`config.mk`:
```
export PLATFORM = sky130hd
export DESIGN_NAME = fetch_queue_flat
export DESIGN_NICKNAME = d
export VERILOG_FILES = /design/src/rtl/fetch_queue_if.sv /design/src/rtl/fetch_queue.sv /design/src/flat_wrapper.sv
export SDC_FILE = /design/constraint.sdc
export NUM_CORES = 1
export LEC_CHECK = 0
export BUFFER_PORTS_ARGS = -buffer_cell sky130_fd_sc_hd__buf_2
export CORE_MARGIN = 5
export CORE_UTILIZATION = 57
export CTS_BUF_LIST = sky130_fd_sc_hd__clkbuf_16
export CTS_CLUSTER_SIZE = 12
export DETAILED_ROUTE_END_ITERATION = 7
export PLACE_DENSITY = 0.82
export SETUP_SLACK_MARGIN = 0.15
export SYNTH_ARGS = -nofsm -noshare
export SYNTH_HDL_FRONTEND = slang
export SYNTH_SLANG_ARGS = --single-unit
```
`constraint.sdc`:
```
create_clock -name clk -period 3 [get_ports clk]
set_input_delay 0.15 -clock clk [delete_from_list [all_inputs] [get_ports clk]]
set_output_delay 0.15 -clock clk [all_outputs]
set_load 0.02 [all_outputs]
```
`src/rtl/fetch_queue_if.sv`:
```
// rtl/fetch_queue_if.sv - decode-side {pc, instr} valid/ready bundle for fetch_queue
interface fetch_queue_if;
   logic        out_valid;
   logic        out_ready;
   logic [31:0] out_instr;
   logic [31:0] out_pc;

   modport master (output out_valid, output out_instr, output out_pc, input out_ready);
   modport slave  (input out_valid, input out_instr, input out_pc, output out_ready);
endinterface

```
`src/rtl/fetch_queue.sv`:
```
// rtl/fetch_queue.sv - RV32I fetch PC, ROM addressing and {pc, instr} prefetch FIFO
// Optional misaligned-redirect trap enabled by `define FETCH_MISALIGN_TRAP_EN
module fetch_queue #(
   parameter logic [31:0] RESET_PC = 32'h0000_0000,
   parameter int          DEPTH    = 2
) (
   input  logic        clk,
   input  logic        rst_n,
   output logic [31:0] rom_addr,
   input  logic [31:0] rom_data,
   input  logic        redirect_valid,
   input  logic [31:0] redirect_pc,
`ifdef FETCH_MISALIGN_TRAP_EN
   output logic        fetch_fault,
`endif
   fetch_queue_if.master out_if
);
   localparam int AW = (DEPTH > 1) ? $clog2(DEPTH) : 1;
   localparam int CW = $clog2(DEPTH) + 1;
   localparam logic [CW-1:0] FULL = CW'(DEPTH);

   logic [31:0]   fetch_pc;
   logic [63:0]   mem [DEPTH];
   logic [AW-1:0] wr_ptr;
   logic [AW-1:0] rd_ptr;
   logic [CW-1:0] count;
   logic          pop;
   logic          push;
   logic          fault_stop;
   logic [31:0]   target_pc;

`ifdef FETCH_MISALIGN_TRAP_EN
   logic fault_q;

   assign fetch_fault = fault_q;
   assign fault_stop  = fault_q;
   assign target_pc   = redirect_pc;

   always_ff @(posedge clk or negedge rst_n) begin
      if (!rst_n) begin
         fault_q <= 1'b0;
      end else if (redirect_valid) begin
         fault_q <= |redirect_pc[1:0];
      end
   end
`else
   assign fault_stop = 1'b0;
   // Without the trap, misaligned targets are silently word-aligned.
   assign target_pc  = redirect_pc & 32'hFFFF_FFFC;
`endif

   assign rom_addr         = fetch_pc;
   assign out_if.out_valid = (count != '0);
   assign out_if.out_pc    = mem[rd_ptr][63:32];
   assign out_if.out_instr = mem[rd_ptr][31:0];

   // A redirect discards both the pop and the push of its cycle.
   always_comb begin
      pop  = 1'b0;
      push = 1'b0;
      pop  = out_if.out_valid && out_if.out_ready && !redirect_valid;
      push = !redirect_valid && !fault_stop && ((count < FULL) || pop);
   end

   always_ff @(posedge clk or negedge rst_n) begin
      if (!rst_n) begin
         fetch_pc <= RESET_PC;
         count    <= '0;
         wr_ptr   <= '0;
         rd_ptr   <= '0;
         for (int i = 0; i < DEPTH; i++) begin
            mem[i] <= '0;
         end
      end else if (redirect_valid) begin
         fetch_pc <= target_pc;
         count    <= '0;
         wr_ptr   <= '0;
         rd_ptr   <= '0;
      end else begin
         if (push) begin
            mem[wr_ptr] <= {fetch_pc, rom_data};
            wr_ptr      <= wr_ptr + AW'(1);
            fetch_pc    <= fetch_pc + 32'd4;
         end
         if (pop) begin
            rd_ptr <= rd_ptr + AW'(1);
         end
         case ({push, pop})
            2'b10:   count <= count + CW'(1);
            2'b01:   count <= count - CW'(1);
            default: count <= count;
         endcase
      end
   end
endmodule

```
`src/flat_wrapper.sv`:
```
// flat-port wrapper written by rule: the top's interface ports become plain ports
module fetch_queue_flat 
#(
   parameter logic [31:0] RESET_PC = 32'h0000_0000,
   parameter int          DEPTH    = 2
)
  (clk, rst_n, rom_addr, rom_data, redirect_valid, redirect_pc, out_if_out_valid, out_if_out_instr, out_if_out_pc, out_if_out_ready);
  fetch_queue_if out_if_i ();
  input  logic clk;
  input  logic rst_n;
  output logic [31:0] rom_addr;
  input  logic [31:0] rom_data;
  input  logic redirect_valid;
  input  logic [31:0] redirect_pc;
  output wire logic [$bits(out_if_i.out_valid)-1:0] out_if_out_valid;
  output wire logic [$bits(out_if_i.out_instr)-1:0] out_if_out_instr;
  output wire logic [$bits(out_if_i.out_pc)-1:0] out_if_out_pc;
  input wire logic [$bits(out_if_i.out_ready)-1:0] out_if_out_ready;
  assign out_if_out_valid = out_if_i.out_valid;
  assign out_if_out_instr = out_if_i.out_instr;
  assign out_if_out_pc = out_if_i.out_pc;
  assign out_if_i.out_ready = out_if_out_ready;
  fetch_queue #(.RESET_PC(RESET_PC), .DEPTH(DEPTH)) u_core (.clk(clk), .rst_n(rst_n), .rom_addr(rom_addr), .rom_data(rom_data), .redirect_valid(redirect_valid), .redirect_pc(redirect_pc), .out_if(out_if_i));
endmodule
```
Yosys cells after proc, flatten, opt, wreduce, memory -nomap -nowiden
Index checks and enable logic that the tools add are counted.
{"block": "word_totals", "regBits": 164, "inputBits": 68, "elab_cells": 45}
{"block": "classes", "addsub": 5, "magnitude_cmp": 4, "n_eq_ne": 2, "mux": 14, "bitwise_logic": 3, "reduce_logical": 11}
{"operator": "2-to-1 mux 64 bit", "n": 4}
{"operator": "bitwise mux 128 bit", "n": 1}
{"operator": "demux 64 bit (select 1 bit)", "n": 1}
{"operator": "2-to-1 mux 32 bit", "n": 2}
{"operator": "adder 32 x 3 -> 32 bit (second input constant)", "n": 1}
{"operator": "nonzero test 2 bit", "n": 3}
{"operator": "greater-or-equal comparator 2 bit (second input constant)", "n": 2}
{"operator": "logical AND 1 bit", "n": 4}
{"operator": "2-to-1 mux 1 bit", "n": 4}
{"operator": "inverter 1 -> 2 bit", "n": 2}
{"operator": "case mux 2 bit (2 select lines)", "n": 1}
{"operator": "nonzero test 3 bit", "n": 1}
{"operator": "adder 1 bit (second input constant)", "n": 2}
{"operator": "adder 2 x 1 -> 2 bit (second input constant)", "n": 1}
{"operator": "== test 2 x 1 -> 1 bit (second input constant)", "n": 1}
{"operator": "== test 2 bit (second input constant)", "n": 1}
{"operator": "< comparator 2 x 1 -> 1 bit (second input constant)", "n": 1}
{"operator": "< comparator 2 bit (second input constant)", "n": 1}
{"operator": "2-to-1 mux 2 bit", "n": 1}
{"operator": "AND reduction 2 bit", "n": 1}
{"operator": "subtractor 2 x 1 -> 2 bit (second input constant)", "n": 1}
{"operator": "logical NOT 1 bit", "n": 1}
{"operator": "logical OR 1 bit", "n": 1}
{"operator": "inverter 1 bit", "n": 1}

Depth between registers and ports, before layout
{"block": "logic_depth", "ltp_word": 8, "mapped_depth": 7}

Least setup slack after synthesis
OpenSTA, ideal clock, no wires.
{"block": "synth_path", "path_type": "flip-flop to flip-flop", "startpoint": "reg u_core.fetch_pc[2], in the netlist u_core.rom_addr[2]", "endpoint": "reg u_core.fetch_pc[30], in the netlist u_core.rom_addr[30]", "setup_time_ps": 82, "arrival_ps": 1941, "setup_slack_ps": 977, "stages_incl_launch_ff": 6, "path_buffers": 0, "period_less_slack_ps": 2023, "cell_sequence": "dfrtp_1 -> ha_1 -> nand2_1 -> a2111o_1 -> or4_1 -> a31oi_1"}
{"block": "synth_via", "elab_chain_len": 3}
{"element": "start: declaration", "line_no": "fetch_queue.sv:22", "text": "logic [31:0] fetch_pc;"}
{"element": "start signal: assignment", "line_no": "fetch_queue.sv:75", "text": "fetch_pc <= target_pc;"}
{"element": "start signal: assignment", "line_no": "fetch_queue.sv:83", "text": "fetch_pc <= fetch_pc + 32'd4;"}
{"element": "adder 32 x 3 -> 32 bit", "line_no": "fetch_queue.sv:83"}
{"element": "2-to-1 mux 32 bit", "line_no": "fetch_queue.sv:80", "text": "if (push) begin"}
{"element": "2-to-1 mux 32 bit", "line_no": "fetch_queue.sv:74", "text": "end else if (redirect_valid) begin"}
No other way between the ends. The select of a mux whose other input is x is not followed.
A chain may end at the register's enable or synchronous reset.

Worst setup path in the final report
{"block": "layout_path", "startpoint": "reg u_core.fetch_pc[11], in the netlist u_core.rom_addr[11]", "endpoint": "reg u_core.fetch_pc[30], in the netlist u_core.rom_addr[30]"}
Same word-level chain as after synthesis.

==> results.txt <==
ANT cells = 0
Fin area = 9460 µm²
PD cells = 709.6 nW/µm²
Worst-Skew Late Latency = 0.42 ns
Final hold vios = 0
Final slew viol count = 0
Placer congestion estimate = 0.8637
Vias per cell = 5.666
Clock root buffer = clkbuf_16
Crit path required time = 3.34 ns
Placed cells = 879
Cell Area, Placed = 8348 µm²
CTS Buf Count = 17
Final Setup Violations = 0
Fin Setup TNS = 0 ns
Kind of critical path = reg2reg
Clock sink total = 158
Mapped Avg Cell Area = 12.79 µm²
Post_cts resized = 0
Largest net degree at the start of global routing = 84
First-iteration detailed-routing DRC count = 381
Cells after synthesis = 578
Area leader, netlist = dfrtp_1
Min Tclk post-route = 2.276 ns
Overall power = 6713 µW
Die height = 123.9 µm
Chip width = 123.9 µm
Period utilization = 75.87%
Skew final = 0.006400 ns
Vias in the first global route = 5792
Synth area leaders = dfrtp_1 (53%), mux2_2 (28%), nand2_1 (1.2%)
H-tree depth = 4
Drt pass-1 iters = 4
RSZ-0062 raised after global routing = false
Remaining antenna violation count = 0
Nets = 853
Final core occ = 74.66%
# DRC = 0
Max frequency = 439.3 MHz
Synth Area in Compound Gates = 5.603%
Initial antenna violation count = 0
Least-Margin Pin Slew = 0.7324 ns
Main combinational cell family by area after synthesis = multiplexers
Yosys Warn Count = 0
Synth Register Bits = 158
First-pass GRT wire length = 28.49 mm
Status = complete, no violations
XOR/XNOR Fraction of Synth Area = 1.185%
Clock slew at reported path FFs = 0.06 ns
Routed met3 length = 983 µm
Maximum vdd ir drop = 0.0004093 V
Gr ovfl total = 0
Layout cells sized above 1 = 48.74%
Non-Filler Instances = 968
I/O Pins = 165
Worst EP arrival = 2.61 ns
Synth cell count leaders = mux2_2 (187), dfrtp_1 (158), nand2_1 (24), clkbuf_1 (22), nor2_1 (21)
Top sig layer = met4
CTS tree = built
Worst hold path class = in2reg
Mux cell area share after synthesis = 28.62%
Adder-cell share of the synthesized area = 0.1693%
Routed WL per cell = 18.17 µm
Leak pwr = 0.004101 µW
Primary FF master, synth = dfrtp_1
Share of synthesized registers carrying an async set or reset = 100.0%
Number of I/O port buffers = 158
CTS Buffer Depth = 2
Initial core utilization = 58.34%
Core area = 12670 µm²
Routed wl met2 = 8.858 mm
Row Count = 41
Via count = 5485
WL final = 17.59 mm
Sequential share of the synthesized area = 53.49%
Sequential cell area = 3955 µm²
Area of the multi-input gates = 3242 µm²
Gr usage total = 23.91%
Synth Area in Simple Gates = 7.972%
Synthesized area = 7392 µm²
# fillers = 855
Most frequent cell after synthesis = mux2_2
Synth-to-Final Area Change = 27.98%
EDFF count, synth = 0
Slew headroom = 51.18%
Type of element capturing the critical path = flop
CP startpoint kind = flop
Detailed placement HPWL = 11.40 mm
Post-synth top area share = 53.49%
Count of maximum capacitance violations = 0
CP max FO = 16
Synth cell types = 43
Met1 wire length = 7.408 mm
Die ar. = 15350 µm²
[final timing paths]
check,slack [ns],endpoint,cells past startpoint,start
min in group asynchronous,0.36,u_core.mem[78]$_DFFE_PN0P_,2,rst_n
hold reg to reg,0.50,u_core.mem[74]$_DFFE_PN0P_,1,u_core.mem[74]$_DFFE_PN0P_
hold / removal,0.01,u_core.mem[94]$_DFFE_PN0P_,2,rom_data[30]
setup reg to reg,0.72,u_core.rom_addr[30]$_DFFE_PN0P_,4,u_core.rom_addr[11]$_DFFE_PN0P_
max in group asynchronous,1.80,u_core.mem[42]$_DFFE_PN0P_,3,rst_n
setup / recovery,0.72,u_core.rom_addr[30]$_DFFE_PN0P_,4,u_core.rom_addr[11]$_DFFE_PN0P_
[critical path, stage by stage (launching register included)]
cell and delay (ns):
dfrtp_1 0.51, and4_1 0.36, nand4_1 0.50, or4_1 0.65
a31oi_1 0.17
[logic make-up after synthesis]
kind of cell / count (synthesis)
xor+xnor: 10
other cells: 1
compound gates: 60
mux: 188
buf+inv: 49
simple gates: 111
flops: 158
fa+ha+maj: 1
[through the flow]
| stage | setup WS (ns) | hold slack (ns) |
|---|---|---|
| detailed placement | 0.7556 | 0.2473 |
| global placement | 0.8249 | 0.2292 |
| global route | 0.5067 | 0.01439 |
| CTS | 0.7310 | 0.001453 |
| floorplan | 0.9774 | -0.1456 |
| finish | 0.7238 | 0.01310 |
[registers in the layout, summed over array words and instances (netlist names)]
signal	count
u_core.mem	124
u_core.rom_addr	30
u_core.count	2
u_core.rd_ptr	1
u_core.wr_ptr	1
[cell type report]
type / count / area share [%]
flip-flops and latches: 158 / 41.81
inverters: 7 / 0.2777
clock buffers: 17 / 4.497
clock inverters: 14 / 1.124
repair buffers: 226 / 15.75
multi-input cells: 374 / 34.27
well taps: 172 / 2.275
[routing by layer]
metal | GRT usage, % | vias up
li1 | - | 2525
met1 | 29.81 | 2731
met2 | 40.86 | 200
met3 | 5.677 | 29
met4 | 8.304 | 0
met5 | 0 | -
[where the power goes]
| part | leakage [µW] | switching [µW] | internal (µW) |
|---|---|---|---|
| combinational | 0.00200 | 948 | 917 |
| clock | 0.000256 | 810 | 1120 |
| sequential | 0.00185 | 305 | 2620 |
| total | 0.00410 | 2060 | 4650 |
[what timing repair did]
| action | in CTS | in global routing |
|---|---|---|
| buffers inserted | 0 | 0 |
| hold endpoints to repair | 169 | 0 |
| hold buffers | 58 | 0 |
[layout by cell type (no fill, tap or decap), drive strengths merged, types with 2 or more instances in the layout]
cell         instances
a2111oi              2
a211oi               4
a21oi                5
a22oi                4
a31oi               11
and2                 2
and3                 2
and4                 3
buf                168
clkbuf              17
clkinv               8
clkinvlp             4
conb                 4
dfrtp              158
dlygate4sd3         58
inv                  8
mux2               187
nand2               24
nand3               15
nand4               12
nor2                21
nor2b                6
nor3                 2
nor3b                2
nor4b                3
o21ai               11
o311ai               5
o31ai               12
or2                  4
or3                  4
or4                  9
xnor2                6
xor2                 4
No activity file was read; power rests on OpenSTA's default activity.
